<file path="config.mk">
export PLATFORM = sky130hd
export DESIGN_NAME = aes_round_sched
export DESIGN_NICKNAME = d
export VERILOG_FILES = /design/src/rtl/aes_round_sched.sv
export SDC_FILE = /design/constraint.sdc
export NUM_CORES = 1
export LEC_CHECK = 0
export BUFFER_PORTS_ARGS = -buffer_cell sky130_fd_sc_hd__buf_2
export CAP_MARGIN = 20
export CORE_AREA = 8 8 352 354
export CTS_CLUSTER_SIZE = 28
export DETAILED_ROUTE_END_ITERATION = 10
export DIE_AREA = 0 0 360 362
export PLACE_DENSITY = 0.33
export SKIP_CTS_REPAIR_TIMING = 1
export SYNTH_ARGS = -nofsm -noshare
export SYNTH_HDL_FRONTEND = slang
export SYNTH_SLANG_ARGS = --single-unit
</file>
<file path="constraint.sdc">
create_clock -name clk -period 1.9 [get_ports clk]
set_input_delay 0 -clock clk [delete_from_list [all_inputs] [get_ports clk]]
set_output_delay 0 -clock clk [all_outputs]
set_load 0.005 [all_outputs]
</file>
<file path="src/rtl/aes_round_sched.sv">
// Iterative AES-128 round scheduler. Owns the state and round-key registers and
// steps an external round datapath and key expansion through NR rounds per block.
module aes_round_sched #(
  parameter int NR = 10,
  parameter int RW = 4
) (
  input  logic          clk,
  input  logic          rst,
  input  logic          in_valid,
  output logic          in_ready,
  input  logic [127:0]  in_data,
  input  logic [127:0]  in_key,
  output logic          out_valid,
  input  logic          out_ready,
  output logic [127:0]  out_data,
  input  logic          abort,
  output logic [127:0]  round_state,
  output logic [127:0]  round_key,
  output logic [7:0]    rcon,
  output logic [RW-1:0] round_num,
  output logic          last_round,
  input  logic [127:0]  dp_state,
  input  logic [127:0]  dp_key,
  output logic          busy
);

  typedef enum logic [1:0] {
    IDLE  = 2'd0,
    ROUND = 2'd1,
    DONE  = 2'd2
  } fsm_e;

  fsm_e          fsm_q, fsm_d;
  logic [127:0]  state_q, state_d;
  logic [127:0]  key_q, key_d;
  logic [RW-1:0] round_q, round_d;
  logic [7:0]    rcon_q, rcon_d;
  logic          at_last;

  function automatic logic [7:0] xtime(input logic [7:0] b);
    return {b[6:0], 1'b0} ^ (b[7] ? 8'h1b : 8'h00);
  endfunction

  assign at_last = (round_q == RW'(NR));

  always_comb begin
    // NOTE: every variable gets its hold value first, so no path through the case leaves one unassigned and infers a latch.
    fsm_d   = fsm_q;
    state_d = state_q;
    key_d   = key_q;
    round_d = round_q;
    rcon_d  = rcon_q;
    if (abort) begin
      // Flush keeps the data registers; only control returns to idle.
      fsm_d   = IDLE;
      round_d = '0;
    end else begin
      case (fsm_q)
        IDLE: begin
          if (in_valid) begin
            state_d = in_data ^ in_key;
            key_d   = in_key;
            round_d = RW'(1);
            rcon_d  = 8'h01;
            fsm_d   = ROUND;
          end
        end
        ROUND: begin
          state_d = dp_state;
          key_d   = dp_key;
          if (at_last) begin
            fsm_d = DONE;
          end else begin
            round_d = round_q + RW'(1);
            rcon_d  = xtime(rcon_q);
          end
        end
        DONE: begin
          if (out_ready) fsm_d = IDLE;
        end
        default: fsm_d = IDLE;
      endcase
    end
  end

  always_ff @(posedge clk) begin
    // NOTE: non-blocking assignments so every flop samples pre-edge values regardless of statement order.
    if (rst) begin
      fsm_q   <= IDLE;
      state_q <= '0;
      key_q   <= '0;
      round_q <= '0;
      rcon_q  <= 8'h01;
    end else begin
      fsm_q   <= fsm_d;
      state_q <= state_d;
      key_q   <= key_d;
      round_q <= round_d;
      rcon_q  <= rcon_d;
    end
  end

  assign in_ready    = (fsm_q == IDLE);
  assign out_valid   = (fsm_q == DONE);
  assign busy        = (fsm_q == ROUND);
  assign out_data    = state_q;
  assign round_state = state_q;
  assign round_key   = key_q;
  assign rcon        = rcon_q;
  assign round_num   = round_q;
  // Gated by ROUND: the counter holds NR through DONE, but MixColumns bypass only matters while rounds run.
  assign last_round  = busy && at_last;

endmodule

</file>
==> impl_metrics.csv, run 1 <==
group,metric,value,unit
outcome,status,"finished, final reports clean",
global_routing,antenna_found_initial,4,
power,p_leak,0.0124,uW
placed_design,pre_cts_slack,0.201,ns
sta,finalHoldViolCount,0,
finish,drive_above_1_share,38.5,%
global_routing,grt_pass1_wl,132000,um
power,irDropWorstVdd,0.000455,V
finish,nNetsFinal,3583,
sta,timing.final.crit_period,1.76,ns
worst_setup_path,startpoint,"fsm_q[1]",
synth,syn_nets,2284,
worst_setup_path,timing.rr.end,"round_key[120]",
sta,tightest_slew,0.921,ns
drt,wl_met1,41100,um
drt,highest_layer,"met4",
global_routing,gr-total-overflow,0,
synth,yosys-top-cells-count,"270 x dfxtp_1, 260 x nor2_1, 257 x nand2_1",
worst_setup_path,endpoint,"busy",
power,powerDensity,671,nW/um^2
hold_path,hold_class,"in2reg",
global_routing,grtUsageTotal,13.7,%
drt,drc,0,
drt,met2WireLength,48800,um
synth,synthCells,1765,
sta,drv_slew,0,
drt,first_iter_violations,986,
clocking,clockBufferDepth,3,
placed_design,post_dp_cell_area,21000,um^2
sta,slew_headroom,38.6,%
floorplan,die_x,360,um
sta,rsz0062_at_grt,"false",
worst_setup_path,r2r_cells,7,
sta,finalClockSkew,0.0151,ns
drt,wire_per_inst,21.2,um
synth,synth_top_area_share,36.0,%
drt,first_pass_iters,5,
worst_setup_path,path_class,"reg2out",
sta,period_share,92.7,%
placed_design,gp_congestion,0.801,
drt,ant_nets,0,
sta,setup_ws,0.139,ns
drt,num_vias,18100,
clocking,clock_latency,0.56,ns
synth,synth_top_cell_by_area,"dfxtp_1",
clocking,cts-root-buf,"clkbuf_16",
sta,setup_viol,0,
floorplan,die_y,362,um
finish,final_cells,4637,
drt,dr_wl_met3,6460,um
synth,synth_cell_types,38,
placed_design,dp_hpwl,77700,um
floorplan,rows,127,
floorplan,core,119000,um^2
drt,avgViaCountPerCell,3.90,
worst_setup_path,critPathCaptureType,"primary output",
sta,fmax,568,MHz
flow_run,drv_cap,0,
synth,syn-cell-area,15000,um^2
worst_setup_path,crit_path_start_kind,"register",
finish,design_area,27400,um^2
synth,synthArstFlopShare,0,%
worst_setup_path,crit_required,1.90,ns
synth,synth_edf_count,0,
synth,synth-main-ff-cell,"dfxtp_1",
floorplan,die_area,130000,um^2
global_routing,grt_pass1_vias,17100,
worst_setup_path,path_max_fanout,23,
synth,ys_ff_latch,270,
synth,yosysWarnings,0,
sta,hold_slack,0.0315,ns
global_routing,grt_max_degree,142,
finish,syn2layout_area_growth,82.8,%
synth,synth_area_per_cell,8.51,um^2
worst_setup_path,reg2reg_slack,0.15,ns
clocking,numCtsBuffers,38,
clocking,cts_tree,"done",
placed_design,dpl.cell_count,4048,
clocking,htree_levels,2,
floorplan,start_util,12.6,%
synth,synth_area_leaders,"dfxtp_1 36%, o32ai_2 11%, a311oi_1 7.5%",
clocking,cts.sinks,270,
placed_design,portBuffers,916,
worst_setup_path,arrival,1.76,ns
drt,routed_wl,98200,um
synth,synth_most_common_cell,"dfxtp_1",
floorplan,boundaryPins,917,
clocking,path_clk_slew,0.06,ns
synth,ys_seq_area_share,36.0,%
worst_setup_path,r2r_start,"fsm_q[1]",
[through the flow]
stage | utilization, % | TNS (ns) | total power (uW)
4_1_cts | 18.7 | -0.252 | 17900
3_5_place_dp | 17.7 | 0 | 10600
5_1_grt | 23.1 | 0 | 19400
2_1_floorplan | - | 0 | 8390
6_report | 23.1 | 0 | 18400
3_3_place_gp | 17.7 | 0 | 10600
[worst min path at each step]
| stage | start | to | slack [ns] | cells past startpoint |
|---|---|---|---|---|
| after floorplan | abort | fsm_q[0] | 0.08 | 1 |
| after global placement | dp_key[70] | round_key[70] | 0.27 | 3 |
| after detailed placement | dp_key[94] | round_key[94] | 0.27 | 3 |
| after CTS | dp_key[94] | round_key[94] | -0.37 | 3 |
| after global routing | rst | round_key[48] | 0.02 | 3 |
| final | rst | round_key[61] | 0.03 | 3 |
[critical path: stages (launching register included)]
cell and delay [ns]:
dfxtp_2 0.37, nand2b_4 0.23, clkinv_8 0.08, buf_12 0.16, buf_4 0.19, buf_2 0.13
[cells in the final DEF (no fill, tap or decap), types with 2 or more instances in the layout]
cell type,synthesis,routed
nor2_4,0,2
o32ai_1,33,33
buf_12,0,28
a21oi_1,131,131
dfxtp_1,270,268
inv_1,6,5
diode_2,0,2
inv_6,0,2
xnor2_1,3,3
nand3b_1,2,2
nand3_1,2,2
nor2_1,260,258
clkinv_2,1,3
clkbuf_16,0,42
dlygate4sd3_1,0,517
dfxtp_2,0,2
clkbuf_8,0,7
o32ai_2,100,100
o21ai_0,4,4
buf_4,128,80
buf_2,41,915
ha_1,2,2
clkbuf_1,97,12
o22ai_1,2,2
or4_1,2,2
a311oi_1,128,128
nand2_1,257,257
xor2_1,128,128
nand2b_1,134,133
[cells by family after synthesis]
family | after synthesis | share of synthesized area, %
and+or+nand+nor | 665 | 19.2
AOI/OAI and AO/OA | 404 | 25.2
buffers and inverters | 293 | 11.8
DFF | 270 | 36.0
xor gates and xnor gates | 131 | 7.64
adders and majority gates | 2 | 0.167
[registers in the layout (all words and copies together), names as in the netlist]
signal     count
out_data     128
round_key    128
rcon           8
round_num      4
fsm_q          2
[metal layers]
metal  track usage (%)  up-vias
met3              4.70      107
met5                 0        -
met2              24.3      660
li1                  -     8635
met4              2.20        0
met1              16.3     8670
[area by class of cell]
type | count | area [um^2]
multi-input combinational | 1202 | 7860
tap | 1548 | 1940
timing repair inverter | 1 | 8.76
timing repair buffer | 1544 | 11000
fill | 13200 | 91300
antenna | 2 | 5.00
sequential | 270 | 5410
inverter | 7 | 43.8
clock inverter | 3 | 15.0
clock buffer | 60 | 1170
[power breakdown]
group,internal (uW),total (uW),switching [uW]
Combinational,2440,4880,2440
Clock,4180,7100,2920
Sequential,6090,6440,348
Total,12700,18400,5710
(Power assumes the default switching activity.)
==> inputs of run 2 (changes only) <==
- BUFFER_PORTS_ARGS: -buffer_cell sky130_fd_sc_hd__buf_2 -> -buffer_cell sky130_fd_sc_hd__buf_4
==> impl_metrics.csv, run 2 (synthesized netlist as in run 1, its figures left out) <==
group,metric,value,unit
sta,finalHoldViolCount,2,
worst_setup_path,r2r_cells,4,
finish,syn2layout_area_growth,98.7,%
drt,num_vias,18100,
floorplan,die_x,360,um
outcome,violations,"hold timing",
finish,fin_util,25.1,%
drt,first_iter_violations,929,
clocking,htree_levels,2,
power,total_power,19300,uW
worst_setup_path,slowest_delay,0.40,ns
floorplan,boundaryPins,917,
finish,final_common_cell,"buf_4",
sta,setup_viol,0,
power,p_leak,0.0129,uW
sta,drv_slew,0,
placed_design,portBuffers,916,
hold_path,hold_class,"in2reg",
worst_setup_path,path_class,"reg2reg",
drt,first_pass_iters,5,
outcome,status,"finished with violations",
clocking,clockBufferDepth,3,
worst_setup_path,arrival,2.32,ns
global_routing,grtUsageTotal,14.4,%
worst_setup_path,critical_path.slowest_cell,"o32ai_1",
sta,setup_ws,0.0489,ns
worst_setup_path,crit_required,2.37,ns
global_routing,grt_pass1_vias,17200,
clocking,path_clk_slew,0.06,ns
flow_run,drv_cap,0,
placed_design,dp_hpwl,81000,um
floorplan,die_area,130000,um^2
drt,drc,0,
floorplan,start_util,12.6,%
global_routing,antenna_found_initial,8,
sta,fmax,540,MHz
sta,rsz0062_at_grt,"false",
finish,nNetsFinal,3586,
finish,final_cell_mix,"990 x buf_4, 526 x dlygate4sd3_1, 268 x dfxtp_1",
placed_design,post_dp_cell_area,23300,um^2
sta,period_share,97.4,%
sta,slew_headroom,54.7,%
global_routing,gr-total-overflow,0,
floorplan,rows,127,
floorplan,core,119000,um^2
worst_setup_path,timing.rr.end,"out_data[88]",
sta,tightest_slew,0.679,ns
power,irDropWorstVdd,0.000411,V
worst_setup_path,reg2reg_slack,0.05,ns
sta,hold_slack,-0.0509,ns
worst_setup_path,r2r_start,"fsm_q[1]",
drt,routed_wl,103000,um
drt,wire_per_inst,22.1,um
floorplan,die_y,362,um
drt,ant_nets,0,
worst_setup_path,startpoint,"fsm_q[1]",
global_routing,grt_max_degree,82,
worst_setup_path,endpoint,"out_data[88]",
hold_path,whs_path_depth,4,
power,powerDensity,648,nW/um^2
finish,design_area,29800,um^2
clocking,clock_latency,0.57,ns
sta,timing.final.crit_period,1.85,ns
placed_design,gp_congestion,0.803,
worst_setup_path,path_max_fanout,67,
clocking,cts_tree,"done",
drt,avgViaCountPerCell,3.90,
global_routing,grt_pass1_wl,137000,um
sta,finalClockSkew,0.00774,ns
worst_setup_path,crit_path_start_kind,"register",
clocking,cts.sinks,270,
clocking,cts-root-buf,"clkbuf_16",
clocking,numCtsBuffers,38,
worst_setup_path,crit_path_cell_trace,"o21bai_2, or3_4, buf_12, o32ai_1",
placed_design,pre_cts_slack,0.0951,ns
finish,drive_above_1_share,38.5,%
worst_setup_path,critPathCaptureType,"register",
[run 2: worst max-delay path: cells and delay by family (launching register included)]
family / cells / cell delay [ns]
AOI/OAI and AO/OA: 2 / 0.62
and+or+nand+nor: 1 / 0.38
DFF: 1 / 0.34
buffers and inverters: 1 / 0.19
[run 2: final cells by class]
class                           count  area (um^2)
Fill cell                       12900        88900
Timing Repair Buffer             1548        13400
Multi-Input combinational cell   1202         7860
Sequential cell                   270         5410
Tap cell                         1548         1940
Clock buffer                       57         1160
Clock inverter                     11         60.1
Inverter                            7         43.8
Antenna cell                        3         7.51
[run 2: worst min path at each step]
| stage | from | endpoint | slack, ns |
|---|---|---|---|
| 4_1_cts | dp_key[72] | round_key[72] | -0.37 |
| 6_report | in_data[58] | out_data[58] | -0.05 |
| 2_1_floorplan | abort | fsm_q[0] | 0.08 |
| 3_5_place_dp | dp_key[101] | round_key[101] | 0.28 |
| 5_1_grt | in_data[58] | out_data[58] | 0.002 |
| 3_3_place_gp | dp_key[16] | round_key[16] | 0.28 |
[run 2: per-stage QoR]
step | setup TNS, ns | cells
5_1_grt | 0 | 4644
2_1_floorplan | 0 | 1765
3_5_place_dp | 0 | 4047
4_1_cts | -0.181 | 4115
3_3_place_gp | 0 | 4047
6_report | 0 | 4646
[run 2: report_power, final]
part / leakage [uW] / internal, uW / total (uW) / switching (uW)
Clock: 0.000602 / 4200 / 7260 / 3060
Combinational: 0.0101 / 3070 / 5580 / 2520
Sequential: 0.00222 / 6090 / 6470 / 379
Total: 0.0129 / 13400 / 19300 / 5960
[run 2: per-layer routing]
layer / share of wire [%] / routed length, um / GRT usage, %
met1: 43 / 43900 / 17.1
met2: 49 / 50500 / 25.2
met3: 6.4 / 6570 / 5.09
met4: 1.5 / 1500 / 2.14
met5: 0.013 / 13 / 0
==> inputs of run 3 (changes only) <==
- BUFFER_PORTS_ARGS: -buffer_cell sky130_fd_sc_hd__buf_4 -> -buffer_cell sky130_fd_sc_hd__buf_2
- PLACE_DENSITY: 0.33 -> 0.34
- clock period: 1.9 -> 1.6 ns (I/O delays scaled with it)
==> impl_metrics.csv, run 3 (synthesized netlist as in run 1, its figures left out) <==
group,metric,value,unit
sta,setup_ws,-0.139,ns
worst_setup_path,critical_path.slowest_cell,"dfxtp_2",
clocking,cts_tree,"done",
global_routing,grtUsageMet1,16.6,%
power,powerDensity,773,nW/um^2
worst_setup_path,critPathBufInv,4,
outcome,violations,"setup timing",
worst_setup_path,reg2reg_slack,-0.11,ns
floorplan,boundaryPins,917,
power,clkPwrFrac,38.0,%
drt,num_vias,18800,
placed_design,portBuffers,916,
global_routing,grt_pass1_vias,17200,
clocking,path_clk_slew,0.06,ns
power,p_switching,7460,uW
global_routing,met2_usage,23.8,%
worst_setup_path,startpoint,"round_num[0]",
sta,finalHoldViolCount,0,
drt,wire_per_inst,23.7,um
floorplan,rows,127,
floorplan,core,119000,um^2
global_routing,antenna_found_initial,14,
worst_setup_path,crit_required,1.60,ns
floorplan,die_x,360,um
power,intPower,16000,uW
finish,nNetsFinal,3680,
drt,routed_wl,112000,um
clocking,clock_latency,0.57,ns
power,seq_power_share,32.7,%
sta,setup_viol,93,
drt,first_iter_violations,1010,
worst_setup_path,timing.rr.end,"out_data[27]",
worst_setup_path,cp_common_cell,"buf_6",
worst_setup_path,r2r_start,"fsm_q[1]",
power,p_leak,0.0135,uW
clocking,cts.sinks,270,
worst_setup_path,endpoint,"last_round",
placed_design,dp_hpwl,79800,um
placed_design,gp_congestion,0.839,
sta,period_share,109,%
worst_setup_path,r2r_cells,5,
worst_setup_path,arrival,1.74,ns
power,swShare,31.8,%
worst_setup_path,critPathCaptureType,"primary output",
worst_setup_path,crit_path_cell_trace,"inv_2, ha_4, nand3b_1, buf_6, nor2_4, buf_6, buf_6",
drt,ant_nets,0,
sta,timing.final.crit_period,1.74,ns
sta,drv_slew,0,
power,irDropWorstVdd,0.000551,V
global_routing,gr-total-overflow,0,
sta,rsz0062_at_grt,"true",
global_routing,grtUsageTotal,14.0,%
clocking,clockBufferDepth,3,
flow_run,drv_cap,0,
finish,final_common_cell,"buf_2",
floorplan,start_util,12.6,%
global_routing,grt_pass1_wl,135000,um
sta,slew_headroom,61.7,%
clocking,cts-root-buf,"clkbuf_16",
worst_setup_path,worst-path-stages,7,
worst_setup_path,crit_path_start_kind,"register",
worst_setup_path,slowest_delay,0.32,ns
finish,syn2layout_area_growth,102,%
sta,fmax,575,MHz
hold_path,hold_class,"in2reg",
clocking,htree_levels,2,
global_routing,grt-busiest-layer,"met2",
hold_path,min_from,"in_data[27]",
finish,fin_util,25.5,%
drt,first_pass_iters,5,
finish,drive_above_1_share,44.5,%
outcome,status,"finished with violations",
clocking,numCtsBuffers,38,
global_routing,grt_max_degree,84,
sta,tightest_slew,0.572,ns
drt,avgViaCountPerCell,3.97,
finish,final_cell_mix,"913 x buf_2, 514 x dlygate4sd3_1, 266 x dfxtp_1",
floorplan,die_y,362,um
worst_setup_path,cp_top_family,"buffers and inverters",
worst_setup_path,path_max_fanout,4,
worst_setup_path,path_class,"reg2out",
sta,setup_tns,-3.11,ns
power,p_comb_share,29.4,%
global_routing,use_met3,5.28,%
sta,finalClockSkew,0.0212,ns
drt,drc,0,
floorplan,die_area,130000,um^2
run 3: cell count changes in the layout (fill, tap and decap cells not counted), moves of 28 or more:
cell / previous run / this run
buf_4: 990 / 76
o32ai_1: 33 / 5
a311oi_1: 127 / 95
a311oi_2: 1 / 33
clkbuf_16: 42 / 71
buf_2: 0 / 913
a21oi_1: 131 / 99
buf_6: 0 / 42
a21oi_2: 0 / 32
run 3: cell type report:
cell class                 instances  area [um^2]
antenna                            8         20.0
clock buffer                      56         1140
clock inverter                    13          124
fill                           12900        88400
inverter                           7         43.8
multi-input combinational       1202         8700
sequential                       270         5410
tap                             1548         1940
timing repair buffer            1642        12900
run 3: layer usage:
metal | wire (um) | share of wire, %
met1 | 47800 | 42
met2 | 54100 | 48
met3 | 7840 | 7.0
met4 | 2700 | 2.4
met5 | 36 | 0.032
run 3: how the worst min path moves through the flow:
stage	to	slack [ns]	cells past startpoint
final	out_data[27]	0.04	4
after detailed placement	round_key[105]	0.27	3
after CTS	round_key[54]	-0.37	3
after floorplan	fsm_q[0]	0.08	1
after global routing	out_data[27]	0.02	4
after global placement	round_key[89]	0.27	3
run 3: worst reg2reg max path: stages (launching register included):
cell and delay, ns:
dfxtp_2 0.33, o21bai_4 0.17, or3_4 0.48, buf_12 0.19
clkbuf_16 0.19, o32ai_4 0.25
run 3: stage by stage:
step | instances | hold slack (ns) | power [uW] | cell area, um^2 | setup WS [ns]
2_1_floorplan | 1765 | 0.0785 | 9970 | 15000 | 0.0515
3_3_place_gp | 4074 | 0.271 | 12700 | 21200 | -0.0402
3_5_place_dp | 4074 | 0.269 | 12700 | 21200 | -0.0718
4_1_cts | 4143 | -0.373 | 21900 | 22500 | -0.666
5_1_grt | 4742 | 0.0204 | 24600 | 30300 | -0.262
6_report | 4746 | 0.0351 | 23400 | 30300 | -0.139
run 3: power by group through the flow:
stage / Sequential (uW) / Combinational, uW / Clock [uW]
floorplan: 7710 / 2250 / 0
global placement: 7790 / 4960 / 0
detailed placement: 7790 / 4930 / 0
CTS: 7650 / 4940 / 9270
global route: 7720 / 7380 / 9530
finish: 7650 / 6880 / 8900
